==> src/rtl/led_state_seg7_pkg.sv <==
// Shared definitions for the traffic-light output stage: light state encodings
// and the active-low 7-segment hex patterns (segment order {g,f,e,d,c,b,a}).
package led_state_seg7_pkg;

    typedef enum logic [1:0] {
        ST_GREEN   = 2'd0,
        ST_YELLOW  = 2'd1,
        ST_RED     = 2'd2,
        ST_ILLEGAL = 2'd3
    } light_state_t;

    // Patterns are stored active-low: a 0 bit lights the segment.
    localparam logic [6:0] SEG_BLANK = 7'h7F;
    localparam logic [6:0] SEG_HEX_0 = 7'h40;
    localparam logic [6:0] SEG_HEX_1 = 7'h79;
    localparam logic [6:0] SEG_HEX_2 = 7'h24;
    localparam logic [6:0] SEG_HEX_3 = 7'h30;
    localparam logic [6:0] SEG_HEX_4 = 7'h19;
    localparam logic [6:0] SEG_HEX_5 = 7'h12;
    localparam logic [6:0] SEG_HEX_6 = 7'h02;
    localparam logic [6:0] SEG_HEX_7 = 7'h78;
    localparam logic [6:0] SEG_HEX_8 = 7'h00;
    localparam logic [6:0] SEG_HEX_9 = 7'h10;
    localparam logic [6:0] SEG_HEX_A = 7'h08;
    localparam logic [6:0] SEG_HEX_B = 7'h03;
    localparam logic [6:0] SEG_HEX_C = 7'h46;
    localparam logic [6:0] SEG_HEX_D = 7'h21;
    localparam logic [6:0] SEG_HEX_E = 7'h06;
    localparam logic [6:0] SEG_HEX_F = 7'h0E;

    // Any digit that is not a clean 0..F (e.g. carrying X) falls to the blank pattern.
    function automatic logic [6:0] seg_lookup(input logic [3:0] digit);
        case (digit)
            4'h0:    return SEG_HEX_0;
            4'h1:    return SEG_HEX_1;
            4'h2:    return SEG_HEX_2;
            4'h3:    return SEG_HEX_3;
            4'h4:    return SEG_HEX_4;
            4'h5:    return SEG_HEX_5;
            4'h6:    return SEG_HEX_6;
            4'h7:    return SEG_HEX_7;
            4'h8:    return SEG_HEX_8;
            4'h9:    return SEG_HEX_9;
            4'hA:    return SEG_HEX_A;
            4'hB:    return SEG_HEX_B;
            4'hC:    return SEG_HEX_C;
            4'hD:    return SEG_HEX_D;
            4'hE:    return SEG_HEX_E;
            4'hF:    return SEG_HEX_F;
            default: return SEG_BLANK;
        endcase
    endfunction

endpackage

==> src/rtl/led_state_seg7_lut_core.sv <==
// seg7_lut_core: combinational hex digit to 7-segment pattern, with the
// output polarity selected by SEG_ACTIVE_LOW.
module seg7_lut_core
    import led_state_seg7_pkg::*;
#(
    parameter bit SEG_ACTIVE_LOW = 1'b1
) (
    input  logic [3:0] digit_i,
    output logic [6:0] seg_o
);

    logic [6:0] patternLow;

    assign patternLow = seg_lookup(digit_i);
    assign seg_o      = SEG_ACTIVE_LOW ? patternLow : ~patternLow;

endmodule

==> src/rtl/led_state_seg7.sv <==
// led_state_seg7: registered lamp drives with flashing-red fail-safe plus a hex
// display driver. Define SEG7_REG_EN to register oSEG (latency 1, reset to blank).
module led_state_seg7
    import led_state_seg7_pkg::*;
#(
    parameter bit SEG_ACTIVE_LOW = 1'b1
) (
    input  logic       clk,
    input  logic       rst,
    input  logic [1:0] state,
    input  logic [3:0] iDIG,
    output logic       LEDG,
    output logic [1:0] LEDR,
    output logic [6:0] oSEG
);

    logic       ledg_d, ledg_q;
    logic [1:0] ledr_d, ledr_q;
    logic       illegal_d, illegal_q;
    logic [6:0] segPattern;

    // illegal_q remembers that the previous cycle was already flashing, so the
    // first illegal cycle always starts with the red lamp lit.
    always_comb begin
        ledg_d    = 1'b0;
        ledr_d    = 2'b00;
        illegal_d = 1'b0;
        case (light_state_t'(state))
            ST_GREEN:   ledg_d = 1'b1;
            ST_YELLOW:  ledr_d = 2'b01;
            ST_RED:     ledr_d = 2'b10;
            ST_ILLEGAL: begin
                illegal_d = 1'b1;
                ledr_d    = {(illegal_q ? ~ledr_q[1] : 1'b1), 1'b0};
            end
            default: ;
        endcase
    end

    always_ff @(posedge clk) begin
        if (rst) begin
            ledg_q    <= 1'b0;
            ledr_q    <= 2'b00;
            illegal_q <= 1'b0;
        end else begin
            ledg_q    <= ledg_d;
            ledr_q    <= ledr_d;
            illegal_q <= illegal_d;
        end
    end

    assign LEDG = ledg_q;
    assign LEDR = ledr_q;

    seg7_lut_core #(
        .SEG_ACTIVE_LOW (SEG_ACTIVE_LOW)
    ) u_seg7_lut_core (
        .digit_i (iDIG),
        .seg_o   (segPattern)
    );

`ifdef SEG7_REG_EN
    logic [6:0] seg_d, seg_q;

    assign seg_d = segPattern;

    always_ff @(posedge clk) begin
        if (rst) begin
            seg_q <= SEG_ACTIVE_LOW ? SEG_BLANK : ~SEG_BLANK;
        end else begin
            seg_q <= seg_d;
        end
    end

    assign oSEG = seg_q;
`else
    assign oSEG = segPattern;
`endif

endmodule

==> config.mk <==
export PLATFORM = sky130hd
export DESIGN_NAME = led_state_seg7
export DESIGN_NICKNAME = d
export VERILOG_FILES = /design/src/rtl/led_state_seg7_pkg.sv /design/src/rtl/led_state_seg7_lut_core.sv /design/src/rtl/led_state_seg7.sv
export SDC_FILE = /design/constraint.sdc
export NUM_CORES = 1
export LEC_CHECK = 0
export BUFFER_PORTS_ARGS = -buffer_cell sky130_fd_sc_hd__buf_4
export CORE_AREA = 2 2 39 41
export CTS_BUF_LIST = sky130_fd_sc_hd__clkbuf_16
export DETAILED_ROUTE_END_ITERATION = 10
export DIE_AREA = 0 0 41 43
export PLACE_DENSITY = 0.52
export SKIP_CTS_REPAIR_TIMING = 1
export SKIP_LAST_GASP = 1
export SLEW_MARGIN = 20
export SYNTH_ARGS = -nofsm -noshare
export SYNTH_HDL_FRONTEND = slang
export SYNTH_SLANG_ARGS = --single-unit
==> constraint.sdc <==
create_clock -name clk -period 4.47 [get_ports clk]
set_clock_uncertainty 0.1 [all_clocks]
set_input_delay 0.894 -clock clk [delete_from_list [all_inputs] [get_ports clk]]
set_output_delay 0.894 -clock clk [all_outputs]
set_load 0.1 [all_outputs]
* Yosys cells after proc, flatten, opt, wreduce, memory -nomap -nowiden
Memories as Yosys holds them, arrays and structs flattened. Cells that the tools add are included. Widths: inputs -> output; s select.
Word-level totals: register bits after elaboration 4, memory bits (read-only) 112, input bits 8, memories kept 1
Cells by class: equal/unequal tests 3, multiplexer cells 4, bitwise operators 1, reductions and logical operators 1
Memory list:
- (name not given) | words 16, bits a word 7, rd ports 1, clocked after Yosys merged registers in 0, write ports 0, line led_state_seg7_pkg.sv:33 | case (digit)
Operators with widths (number):
- $pmux 2 s3 | 1
- $eq 2x2->1 const B | 2
- $mux 1 | 3
- $eq 2x1->1 const B | 1
- $logic_not 2->1 | 1
- $not 1->1 | 1

* Depth between registers and ports, before layout
depth in word-level cells 3, gate-level depth with buffers 5

* Modules after synthesis
A second synthesis with hierarchy kept.
Second synthesis, totals: cells, all modules 42, area, all modules 392.9 um2
Modules (own cells, without submodules):
- seg7_lut_core | instances 1, cells each 33, area an instance 274.0 um2, seq. area each 0.0 um2
- led_state_seg7 | instances 1, cells each 9, area an instance 118.9 um2, seq. area each 80.1 um2

* Worst setup path after synthesis
No wires, ideal clock.
path kind input port to output port, from input iDIG[1], to output oSEG[2], arrival 3282 ps, slack 194 ps, cell stages on the path 3, cell sequence inv_1 -> ha_1 -> o21ai_0
Between the ends: cells in the longest elaborated chain, start to end 1
Ends and longest elaborated chain:
- start, declared | line led_state_seg7.sv:11 | input logic [3:0] iDIG,
- $mem_v2 16x7
- end, declared | line led_state_seg7.sv:14 | output logic [6:0] oSEG
No other way between the ends.

* Final worst setup path
from input iDIG[0], to output oSEG[3]
Same word-level chain as after synthesis.

==> flow_summary_export.csv <==
group,metric,value,unit
outcome,status,"complete, no violations",
route,routed-wl-met2,357,µm
synthesis,synth_cell_type_count,21,
synthesis,synth-simple-area-share,0.146,
synthesis,synthesis.area,387,µm²
synthesis,yosysWarningCount,0,
route,drt_iter0_drc,7,
floorplanning,die_h,43,µm
global_routing,grt_usage,0.0973,
timing,period_share,0.703,
finish,final_nets,77,
timing,worst_pin_slew,0.278,ns
floorplanning,start_util,0.279,
synthesis,syn_inst,42,
worst_setup_path,slowest_delay,0.47,ns
synthesis,synth_nets,57,
floorplanning,io_pins,18,
clocking,h-tree-depth,1,
power,total_power,0.265,mW
synthesis,synthMuxAreaShare,0.184,
clocking,cts_sinks,4,
route,met3_wirelength,55,µm
place,gp_congestion,0.794,
route,drc,0,
global_routing,grt_max_degree,12,
timing,slew_headroom,0.816,
place,numPortBuffers,17,
min_path,min_path_type,"flop to flop",
worst_setup_path,critPathCaptureType,"output port",
route,drt-total-wl,829,µm
synthesis,synth_compound_area_frac,0.136,
timing,drv_slew,0,
timing,tns,0,ns
timing,fmax,318,MHz
timing,final_hold_viol_count,0,
finish,most-common-layout-cells,"buf_4 (17), ha_1 (7), inv_1 (6)",
worst_setup_path,arrival,2.15,ns
global_routing,overflow,0,
synthesis,ys_ff_latch,4,
clocking,clock_path_buffers,2,
clocking,clk_latency,0.22,ns
route,wire_per_inst,10.9,µm
worst_setup_path,cp_data_required_time,3.48,ns
worst_setup_path,start_kind,"input pin",
route,ant_nets,0,
global_routing,antenna_found_initial,0,
synthesis,syn_avg_cell_area,9.21,µm²
global_routing,grt_pass1_vias,294,
synthesis,synth_top_family_by_area,"adder cells",
power,p_leak,0.305,nW
floorplanning,core_area,0.00138,mm²
clocking,cts_root_buf,"clkbuf_16",
timing,setup_viol,0,
worst_setup_path,crit_fanout,7,
power,ir_drop,137,µV
clocking,clk_pin_slew,0.03,ns
finish,antennaDiodeCount,0,
clocking,cts_tree,"built",
floorplanning,num_rows,14,
timing,period_needed,3.14,ns
worst_setup_path,worstPathCellList,"buf_4 > inv_1 > ha_1 > inv_1 > mux4_1 > buf_4",
place,post-dp-hpwl,639,µm
timing,rsz0062_at_grt,"no",
finish,syn_to_final_growth,53.4,%
synthesis,seq_area_frac_synth,0.207,
synthesis,synth_fa_ha_area_frac,0.227,
route,highest_layer,"met3",
finish,final_common_cell,"buf_4",
route,vias_per_cell,4.62,
floorplanning,chipWidth,41,µm
route,drt_pass1_iterations,3,
power,pwr_density_cell,447,mW/mm²
synthesis,synth_xor_xnor_area_share,0,
route,via_count,351,
finish,drive_above_1_share,0.350,
clocking,cts_made_buffers,3,
job,cap_violations,0,
floorplanning,fp.dieArea,0.00176,mm²
route,wl_met1,416,µm
global_routing,grt_pass1_wl,1120,µm
finish,fillCellCount,144,
finish,final_util,0.429,
worst_setup_path,cp_slowest_cell,"mux4_1",
worst_setup_path,worst-setup-path-type,"input pin to output port",
synth_stat cells, drive strengths merged:
cell type	instances	area, µm²
a21oi	1	5.00
a22o	1	8.76
a311oi	1	8.76
a32o	1	10.0
buf	2	16.3
dfxtp	4	80.1
ha	7	87.6
inv	6	22.5
mux2	1	15.0
mux2i	3	30.0
mux4	1	26.3
nand2	2	7.51
nand2b	2	12.5
nand3	1	5.00
nor2	3	11.3
nor3	1	5.00
nor3b	2	15.0
o21ai	1	5.00
o221ai	1	8.76
o22ai	1	6.26
layer usage:
layer	GRT usage	vias up
met4	0.0800	0
met1	0.109	153
met2	0.141	12
met3	0.0314	0
li1	-	186
met5	0	-
per-stage QoR:
| stage | hold slack, ns | instances | instance area (µm²) | setup WS, ns |
|---|---|---|---|---|
| finish | 0.318 | 76 | 593 | 1.33 |
| global route | 0.354 | 76 | 593 | 1.28 |
| CTS | 0.318 | 76 | 593 | 1.33 |
| detailed placement | 0.317 | 73 | 518 | 1.33 |
| global placement | 0.307 | 73 | 518 | 1.32 |
| floorplan | 0.304 | 42 | 387 | 0.194 |
cells by family after synthesis:
group / Yosys count
flops: 4
buf+inv: 8
mux: 5
fa+ha+maj: 7
simple gates: 11
compound gates: 7
report_power, final:
group          total (mW)  switching (mW)  internal, mW
sequential         0.0381        0.000530        0.0376
combinational      0.0891          0.0667        0.0224
clock               0.138          0.0236         0.114
cell type report:
cell class / count / area (µm²) / share of cell area
well taps: 16 / 20.0 / 0.0338
inverters: 6 / 22.5 / 0.0380
repair buffers: 17 / 128 / 0.215
flip-flops and latches: 4 / 80.1 / 0.135
clock buffers: 3 / 75.1 / 0.127
multi-input cells: 30 / 268 / 0.451
critical path: cells and delay by family:
family                   cells  cell delay [ns]
adder cells (fa/ha/maj)      1             0.28
buffers and inverters        4             0.50
multiplexers                 1             0.47
flip-flops by register name, summed over array words and instances (netlist names):
signal / count
LEDG: 1
LEDR: 2
illegal_q: 1
final timing paths:
path	start	endpoint	slack [ns]	cells past startpoint
worst max-delay path	iDIG[0]	oSEG[3]	1.33	6
worst min-delay path	illegal_q	LEDR[1]	0.32	1
worst max register to register	LEDR[1]	LEDR[1]	3.74	1
worst min register to register	illegal_q	LEDR[1]	0.32	1
Note: power is estimated with default switching activity, not from simulation.
